<file path="src/rtl/d_cs_chunk_sequencer.sv">
// Chien-search chunk sequencer: accepts one packed ELP bundle,
// runs the CS engine per chunk and reports per-chunk results.
module d_cs_chunk_sequencer #(
  parameter int Multi             = 2,
  parameter int GaloisFieldDegree = 12,
  parameter int MaxErrorCountBits = 9,
  parameter int ELPCoefficients   = 15,
  parameter int ChunkBits         = 1,
  parameter int TimeoutCycles     = 4096,
  parameter int TimeoutBits       = 13
) (
  input  logic                     i_clk,
  input  logic                     i_RESET,
  input  logic                     i_stop_dec,
  input  logic                     i_exe_cs,
  input  logic [Multi-1:0]         i_kes_sequence_end,
  input  logic [Multi-1:0]         i_kes_fail,
  input  logic [Multi*MaxErrorCountBits-1:0] i_error_count,
  input  logic [Multi*GaloisFieldDegree*ELPCoefficients-1:0] i_ELP_coef,
  output logic                     o_cs_available,
  output logic                     o_cs_start,
  output logic [GaloisFieldDegree*ELPCoefficients-1:0] o_cs_coef,
  output logic [ChunkBits-1:0]     o_cs_chunk_number,
  input  logic                     i_cs_done,
  input  logic [MaxErrorCountBits-1:0] i_root_count,
  output logic                     o_result_valid,
  output logic [ChunkBits-1:0]     o_result_chunk_number,
  output logic                     o_result_fail,
  output logic [MaxErrorCountBits-1:0] o_result_error_count,
  output logic                     o_sequence_done
);

  localparam int GFD = GaloisFieldDegree;
  localparam int MEB = MaxErrorCountBits;
  localparam int ELP = ELPCoefficients;
  localparam int CW  = GFD * ELP;
  localparam int BW  = Multi * CW;

  typedef enum logic [2:0] {
    S_IDLE,
    S_SELECT,
    S_START,
    S_WAIT,
    S_REPORT,
    S_DONE
  } state_t;

  state_t state, state_n;

  logic [Multi-1:0]       seq_end_q;
  logic [Multi-1:0]       kfail_q;
  logic [Multi*MEB-1:0]   err_q;
  logic [BW-1:0]          coef_q;
  logic [ChunkBits-1:0]   idx;
  logic [TimeoutBits-1:0] tmo;
  logic                   res_fail;
  logic [MEB-1:0]         res_cnt;
  logic [CW-1:0]          cs_coef_q;
  logic [ChunkBits-1:0]   cs_chunk_q;

  logic [CW-1:0]  cur_coef;
  logic [MEB-1:0] cur_err;
  logic           cur_fail;
  logic           cur_need;
  logic           last_chunk;
  logic           tmo_hit;
  logic           clear;
  logic           accept;

  assign clear      = i_RESET | i_stop_dec;
  assign accept     = (state == S_IDLE) & i_exe_cs;
  assign cur_err    = err_q[int'(idx)*MEB +: MEB];
  assign cur_fail   = kfail_q[idx];
  assign cur_need   = seq_end_q[idx];
  assign last_chunk = (idx == ChunkBits'(Multi-1));
  assign tmo_hit    = (tmo == TimeoutBits'(TimeoutCycles-1));

  // Gather the current chunk's coefficients, coefficient 0 in the MSBs
  always_comb begin
    cur_coef = '0;
    for (int k = 0; k < ELP; k++) begin
      cur_coef[(ELP-1-k)*GFD +: GFD] =
        coef_q[(ELP-1-k)*Multi*GFD + int'(idx)*GFD +: GFD];
    end
  end

  // State register; stop behaves exactly like reset
  always_ff @(posedge i_clk) begin
    if (clear) state <= S_IDLE;
    else       state <= state_n;
  end

  // Next-state decode
  always_comb begin
    state_n = state;
    unique case (state)
      S_IDLE: begin
        if (i_exe_cs) state_n = S_SELECT;
      end
      S_SELECT: begin
        if (cur_fail || !cur_need) state_n = S_REPORT;
        else                       state_n = S_START;
      end
      S_START: begin
        state_n = S_WAIT;
      end
      S_WAIT: begin
        if (i_cs_done || tmo_hit) state_n = S_REPORT;
      end
      S_REPORT: begin
        if (last_chunk) state_n = S_DONE;
        else            state_n = S_SELECT;
      end
      S_DONE: begin
        state_n = S_IDLE;
      end
      default: begin
        state_n = S_IDLE;
      end
    endcase
  end

  // Capture the whole bundle when it is accepted in Idle
  always_ff @(posedge i_clk) begin
    if (clear) begin
      seq_end_q <= '0;
      kfail_q   <= '0;
      err_q     <= '0;
      coef_q    <= '0;
    end else if (accept) begin
      seq_end_q <= i_kes_sequence_end;
      kfail_q   <= i_kes_fail;
      err_q     <= i_error_count;
      coef_q    <= i_ELP_coef;
    end
  end

  // Chunk index walks 0..Multi-1 once per bundle
  always_ff @(posedge i_clk) begin
    if (clear) begin
      idx <= '0;
    end else if (accept) begin
      idx <= '0;
    end else if (state == S_REPORT && !last_chunk) begin
      idx <= idx + ChunkBits'(1);
    end
  end

  // Engine operands, loaded only for chunks that go to the engine
  always_ff @(posedge i_clk) begin
    if (clear) begin
      cs_coef_q  <= '0;
      cs_chunk_q <= '0;
    end else if (state == S_SELECT && cur_need && !cur_fail) begin
      cs_coef_q  <= cur_coef;
      cs_chunk_q <= idx;
    end
  end

  // Wait watchdog, zeroed as the engine is started
  always_ff @(posedge i_clk) begin
    if (clear) begin
      tmo <= '0;
    end else if (state == S_START) begin
      tmo <= '0;
    end else if (state == S_WAIT && !i_cs_done && !tmo_hit) begin
      tmo <= tmo + TimeoutBits'(1);
    end
  end

  // Per-chunk verdict; done wins over a simultaneous timeout
  always_ff @(posedge i_clk) begin
    if (clear) begin
      res_fail <= 1'b0;
      res_cnt  <= '0;
    end else if (state == S_SELECT) begin
      res_fail <= cur_fail;
      res_cnt  <= '0;
    end else if (state == S_WAIT) begin
      if (i_cs_done) begin
        res_fail <= (i_root_count != cur_err);
        res_cnt  <= (i_root_count == cur_err) ? cur_err : '0;
      end else if (tmo_hit) begin
        res_fail <= 1'b1;
        res_cnt  <= '0;
      end
    end
  end

  assign o_cs_available        = (state == S_IDLE);
  assign o_cs_start            = (state == S_START);
  assign o_cs_coef             = cs_coef_q;
  assign o_cs_chunk_number     = cs_chunk_q;
  assign o_result_valid        = (state == S_REPORT);
  assign o_result_chunk_number = o_result_valid ? idx : '0;
  assign o_result_fail         = o_result_valid & res_fail;
  assign o_result_error_count  = o_result_valid ? res_cnt : '0;
  assign o_sequence_done       = (state == S_DONE);

endmodule
</file>
<file path="config.mk">
export PLATFORM = sky130hd
export DESIGN_NAME = d_cs_chunk_sequencer
export DESIGN_NICKNAME = d
export VERILOG_FILES = /design/src/rtl/d_cs_chunk_sequencer.sv
export SDC_FILE = /design/constraint.sdc
export NUM_CORES = 1
export LEC_CHECK = 0
export ABC_AREA = 1
export BUFFER_PORTS_ARGS = -buffer_cell sky130_fd_sc_hd__buf_2
export CORE_MARGIN = 3
export CORE_UTILIZATION = 30
export CTS_BUF_LIST = sky130_fd_sc_hd__clkbuf_8
export CTS_CLUSTER_SIZE = 25
export DETAILED_ROUTE_END_ITERATION = 8
export MAX_ROUTING_LAYER = met4
export PLACE_DENSITY_LB_ADDON = 0.2
export SYNTH_ARGS = -nofsm -noshare
export SYNTH_HDL_FRONTEND = slang
export SYNTH_SLANG_ARGS = --single-unit
</file>
<file path="constraint.sdc">
create_clock -name i_clk -period 2.6 [get_ports i_clk]
set_clock_uncertainty 0.15 [all_clocks]
set_input_delay 0.26 -clock i_clk [delete_from_list [all_inputs] [get_ports i_clk]]
set_output_delay 0.26 -clock i_clk [all_outputs]
set_load 0.005 [all_outputs]
</file>
==> flow_metrics.env, run 1 <==
export IMPL_synth_cell_types=31
export IMPL_grt_first_pass_wirelength_mm=126
export IMPL_p_per_area_mw_per_mm2=612
export IMPL_crit_path_start_kind="primary input"
export IMPL_drc=0
export IMPL_dp_slack_ns=0.350
export IMPL_rows=99
export IMPL_root_buffer="clkbuf_8"
export IMPL_initial_core_util_pct=30.6
export IMPL_layout_drive_gt1_share_pct=19.9
export IMPL_drv_slew=0
export IMPL_num_vias=23100
export IMPL_holdWs_ns=0.0689
export IMPL_die_y_um=280
export IMPL_synth_area_leaders="dfxtp_1 (52%), o21ai_0 (9.5%), nor2_1 (8.6%), nand2_1 (7.6%), a31oi_1 (4.4%)"
export IMPL_cp_end_kind="register"
export IMPL_cts_buffer_depth=3
export IMPL_grt_use_total_pct=20.6
export IMPL_nNetsFinal=4300
export IMPL_yosysTopAreaCell="dfxtp_1"
export IMPL_synth_fp_nets=3373
export IMPL_ys_seq_area_share_pct=52.3
export IMPL_min_period_ns=2.50
export IMPL_die_x_um=280
export IMPL_period_share_pct=96.3
export IMPL_pin_count=592
export IMPL_total_power_mw=20.0
export IMPL_hold_class="primary input to register"
export IMPL_synth_warnings=0
export IMPL_drt_iter0_drc=1177
export IMPL_ir_drop_v=0.000317
export IMPL_antenna_found_initial=8
export IMPL_first_pass_iters=5
export IMPL_clk_latency_ns=0.69
export IMPL_cts_buffers=104
export IMPL_cts_tree="yes"
export IMPL_final_cell_area_mm2=0.0326
export IMPL_arrival_ns=2.98
export IMPL_power_leakage_nw=13.9
export IMPL_yosysTopAreaCellShare_pct=52.3
export IMPL_core_mm2=0.0738
export IMPL_area_growth_pct=44.3
export IMPL_vias_per_cell=4.67
export IMPL_ys_ff_latch=590
export IMPL_fin_ws_ns=0.0951
export IMPL_dp_hpwl_mm=51.0
export IMPL_slew_headroom_pct=37.1
export IMPL_tightest_slew_ns=0.944
export IMPL_wl_per_cell_um=16.8
export IMPL_final_fill_count=7497
export IMPL_synth_area_mm2=0.0226
export IMPL_grt_pass1_vias=22800
export IMPL_io_buffers=591
export IMPL_hold_violations=0
export IMPL_synthCells=2976
export IMPL_cp_required_ns=3.08
export IMPL_path_max_fanout=95
export IMPL_grt_ovfl_total=0
export IMPL_clock_sinks=590
export IMPL_path_clk_slew_ns=0.06
export IMPL_drt_total_wl_mm=83.2
export IMPL_synth_avg_cell_area_um2=7.59
export IMPL_fin_setup_tns_ns=0
export IMPL_rsz0062_at_grt="no"
export IMPL_die_area_mm2=0.0786
export IMPL_grt_max_degree=160
export IMPL_max_freq_mhz=399
export IMPL_antenna_left=0
export IMPL_status="completed"
export IMPL_path_class="primary input to register"
export IMPL_finalWeightedCongestion=0.804
export IMPL_setup_viol=0
export IMPL_htreeDepth=3
export IMPL_placed_cell_area_mm2=0.0262
export IMPL_cap_violations=0
path summary, 6_finish.rpt:
check                           slack (ns)          end       startpoint  depth (start not counted)
worst min-delay path                  0.07   res_cnt[4]  i_root_count[1]                          8
worst max-delay path                   0.1  coef_q[296]          i_RESET                          8
worst min register to register        0.29   coef_q[82]       coef_q[82]                          2
worst max register to register        0.23   res_cnt[2]              idx                         10
kinds of logic (layout without fill, tap and decap cells):
family / after synthesis / count (layout) / synth area share (%)
AO/OA/AOI/OAI: 915 / 915 / 21.4
adder cells (fa/ha/maj): 1 / 1 / 0.0554
flip-flops: 590 / 590 / 52.3
other: 0 / 9 / 0
AND/OR/NAND/NOR: 1041 / 1041 / 17.9
XOR/XNOR: 5 / 5 / 0.194
buffers and inverters: 424 / 1429 / 8.13
report_power, final:
group	internal, mW	switching [mW]
clock	4.55	3.95
combinational	0.950	1.03
sequential	9.34	0.131
sequential cells by signal, indices dropped and copies added, names as in the netlist:
register,cells
res_cnt,9
coef_q,360
idx,1
state,3
err_q,18
seq_end_q,2
kfail_q,2
o_cs_coef,180
o_cs_chunk_number,1
res_fail,1
tmo,13
layer usage:
metal	GRT usage [%]	part of all wire, %
met1	24.9	44
met2	32.9	46
met3	4.99	6.2
met4	8.89	4.0
met5	-	0
cells in the final DEF (no fill, tap or decap), drive strengths merged, types with 133 or more instances in the layout:
| cell | synthesis | final |
|---|---|---|
| dlygate4sd3 | 0 | 424 |
| a21oi | 186 | 186 |
| o21ai | 546 | 546 |
| buf | 103 | 628 |
| a31oi | 158 | 158 |
| inv | 188 | 230 |
| nand2 | 462 | 462 |
| clkbuf | 130 | 133 |
| dfxtp | 590 | 590 |
| nor2 | 522 | 522 |
through the flow:
step | utilization, % | std cells
floorplan | - | 2976
finish | 44.1 | 4949
CTS | 44.0 | 4938
global placement | 35.4 | 4328
detailed placement | 35.4 | 4328
global route | 44.1 | 4948
timing repair:
action                                  in CTS  in global routing
endpoints found under the setup margin       0                 32
setup buffers                                0                  2
endpoints found under the hold margin      430                  0
hold buffers                               426                  0
gates resized for setup                      0                  9
critical path: stages:
cell,delay [ns]
dlygate4sd3_1,0.53
buf_2,0.13
nor2_4,0.06
dlygate4sd3_1,0.67
buf_12,0.31
o21ai_0,0.17
dlygate4sd3_1,0.60
a21oi_1,0.11
final cells by class:
class                      count  area (um^2)  share of cell area, %
antenna                        9         22.5                 0.0691
timing repair inverter         1         11.3                 0.0346
multi-input combinational   1962         8950                   27.5
sequential                   590        11800                   36.3
inverter                     191          751                   2.30
tap                          959         1200                   3.68
timing repair buffer        1053         7770                   23.8
clock inverter                52          259                  0.795
clock buffer                 132         1820                   5.57
cell usage after synthesis:
| master | count |
|---|---|
| nor3_1 | 8 |
| or2_2 | 1 |
| nand2_1 | 458 |
| xor2_1 | 2 |
| nand2_2 | 4 |
| nand3_1 | 44 |
| nand4_1 | 2 |
| o211ai_1 | 22 |
| nor2_2 | 3 |
| nor2_1 | 515 |
| ha_1 | 1 |
| xnor2_1 | 3 |
| dfxtp_1 | 590 |
| a311oi_1 | 1 |
| a31oi_1 | 158 |
| a21oi_1 | 186 |
| o21ai_0 | 431 |
| o21ai_2 | 1 |
| buf_6 | 17 |
| o21ai_1 | 114 |
| nor2_8 | 1 |
| buf_2 | 76 |
| inv_2 | 5 |
| clkinv_1 | 3 |
| a211oi_1 | 2 |
| inv_1 | 183 |
| nor2_4 | 3 |
| nand3b_1 | 2 |
| clkbuf_1 | 130 |
| buf_4 | 6 |
| buf_1 | 4 |
No activity file was read; power rests on OpenSTA's default activity.
==> run 2, diff against run 1 <==
- TNS_END_PERCENT: default -> 20
- clock period: 2.6 -> 3.15 ns (I/O delays scaled with it)
==> run 2 against run 1 <==
  * Wire length is 1.8% lower
  * Hold slack better by 0.029 ns
  * Sequential cell count unchanged
  * Combinational power is 18% lower
  * Clock power decreased by 19%
  * Highest routed layer unchanged
  * First-iteration DRC count shrank 2.9%
  * Die area unchanged
  * Count of clock-buffer cells in the layout down 8
  * Utilization decreased by 0.15 points
  * Non-clock buffer count is 2 higher
  * Sequential share of layout area up 0.12 points
  * Setup slack gained 0.20 ns
==> flow_metrics.env, run 2 (synthesized netlist as in run 1, its figures left out) <==
export IMPL_status="completed"
export IMPL_dp_slack_ns=0.795
export IMPL_cts_buffer_depth=3
export IMPL_internal_power_mw=12.1
export IMPL_layout_common_cells="buf_2 (591), dfxtp_1 (589), nor2_1 (515)"
export IMPL_antenna_left=0
export IMPL_grt_max_degree=141
export IMPL_placed_cell_area_mm2=0.0263
export IMPL_drt_iter0_drc=1143
export IMPL_max_flop_register="coef_q"
export IMPL_clock_sinks=590
export IMPL_power_net_switching_mw=4.15
export IMPL_rsz0062_at_grt="no"
export IMPL_crit_path_start_kind="register"
export IMPL_drv_slew=0
export IMPL_root_buffer="clkbuf_8"
export IMPL_fin_ws_ns=0.298
export IMPL_power_frac_comb_pct=9.9
export IMPL_cp_end_kind="register"
export IMPL_p_clk_share_pct=42.0
export IMPL_pin_count=592
export IMPL_tightest_slew_ns=0.820
export IMPL_die_x_um=280
export IMPL_ir_drop_v=0.000307
export IMPL_hold_violations=0
export IMPL_die_y_um=280
export IMPL_wl_per_cell_um=16.5
export IMPL_core_mm2=0.0738
export IMPL_path_max_fanout=20
export IMPL_nNetsFinal=4300
export IMPL_vias_per_cell=4.63
export IMPL_dp_cells=4348
export IMPL_slew_headroom_pct=45.3
export IMPL_switching_share_pct=25.5
export IMPL_reg2reg_depth=10
export IMPL_largest_reg_flops=360
export IMPL_setup_viol=0
export IMPL_fin_setup_tns_ns=0
export IMPL_htreeDepth=3
export IMPL_final_cell_area_mm2=0.0325
export IMPL_period_share_pct=90.5
export IMPL_path_clk_slew_ns=0.06
export IMPL_cts_tree="yes"
export IMPL_power_leakage_nw=13.8
export IMPL_final_fill_count=7479
export IMPL_cap_violations=0
export IMPL_whs_path_depth=7
export IMPL_first_pass_iters=4
export IMPL_arrival_ns=3.31
export IMPL_finalWeightedCongestion=0.818
export IMPL_grt_use_total_pct=20.7
export IMPL_p_per_area_mw_per_mm2=501
export IMPL_antenna_found_initial=12
export IMPL_regArea_mm2=0.0118
export IMPL_path_class="register to register"
export IMPL_area_growth_pct=43.8
export IMPL_min_period_ns=2.85
export IMPL_num_vias=22900
export IMPL_cts_resized=0
export IMPL_dp_hpwl_mm=52.3
export IMPL_initial_core_util_pct=30.6
export IMPL_layout_drive_gt1_share_pct=20.2
export IMPL_drt_total_wl_mm=81.7
export IMPL_max_freq_mhz=351
export IMPL_cp_required_ns=3.61
export IMPL_hold_class="primary input to register"
export IMPL_clk_latency_ns=0.70
export IMPL_rows=99
export IMPL_grt_ovfl_total=0
export IMPL_io_buffers=591
export IMPL_multiInputGateArea_mm2=0.00895
export IMPL_die_area_mm2=0.0786
export IMPL_fin_cells=4947
export IMPL_grt_first_pass_wirelength_mm=126
export IMPL_drc=0
export IMPL_mostFrequentLayoutCell="buf_2"
export IMPL_p_seq_share_pct=48.0
export IMPL_holdWs_ns=0.0977
export IMPL_cts_buffers=103
export IMPL_grt_pass1_vias=23000
-- run 2: changes by cell type in the layout (fill, tap and decap cells not counted), moves of 2 or more --
cell,before,now
buf_6,3,0
clkbuf_8,132,124
buf_12,20,22
dlygate4sd3_1,424,408
buf_4,14,33
clkinv_2,5,7
diode_2,9,12
-- run 2: path summary, 6_finish.rpt --
| path | from | to | slack (ns) |
|---|---|---|---|
| max | idx | res_cnt[3] | 0.30 |
| min | i_root_count[2] | res_cnt[5] | 0.1 |
| max reg2reg | idx | res_cnt[3] | 0.30 |
| min reg2reg | coef_q[119] | o_cs_coef[59] | 0.28 |
-- run 2: repair_timing --
item / CTS / global route
hold buffers: 408 / 0
setup buffers: 0 / 1
hold endpoints to repair: 406 / 0
endpoints found under the setup margin: 0 / 2
-- run 2: power groups by stage --
stage / logic (mW) / clock network (mW) / registers, mW
6_report: 1.62 / 6.85 / 7.82
5_1_grt: 1.80 / 7.42 / 7.84
4_1_cts: 1.62 / 7.07 / 7.82
3_5_place_dp: 1.22 / 0 / 7.98
3_3_place_gp: 1.22 / 0 / 7.98
2_1_floorplan: 0.664 / 0 / 7.95
-- run 2: metal layers --
layer	vias up	wire length, um	GRT usage, %
met5	-	0	-
met4	0	3380	9.32
met3	203	5530	5.84
met2	679	37100	32.6
met1	10300	35700	24.5
li1	11700	-	-
-- run 2: metrics by stage --
step           utilization (%)  total power [mW]
6_report                  44.0              16.3
5_1_grt                   44.0              17.1
4_1_cts                   43.9              16.5
3_5_place_dp              35.7              9.20
3_3_place_gp              35.7              9.20
2_1_floorplan                -              8.62
-- run 2: critical path: stages, from the launching register on --
cell and delay [ns]:
dfxtp_4 0.53, nand2_1 0.13, o21ai_1 0.15, nand2_1 0.07, nand2_1 0.10, nand2_1 0.09
nor2_4 0.20, dlygate4sd3_1 0.61, nand3_1 0.07, dlygate4sd3_1 0.56, a21oi_1 0.11
-- run 2: cell type report --
cell class	instances	share of cell area, %
sequential	590	36.4
multi-input combinational	1962	27.6
timing repair buffer	1055	23.9
clock buffer	124	5.25
tap	959	3.69
inverter	191	2.25
clock inverter	54	0.909
antenna	12	0.0924
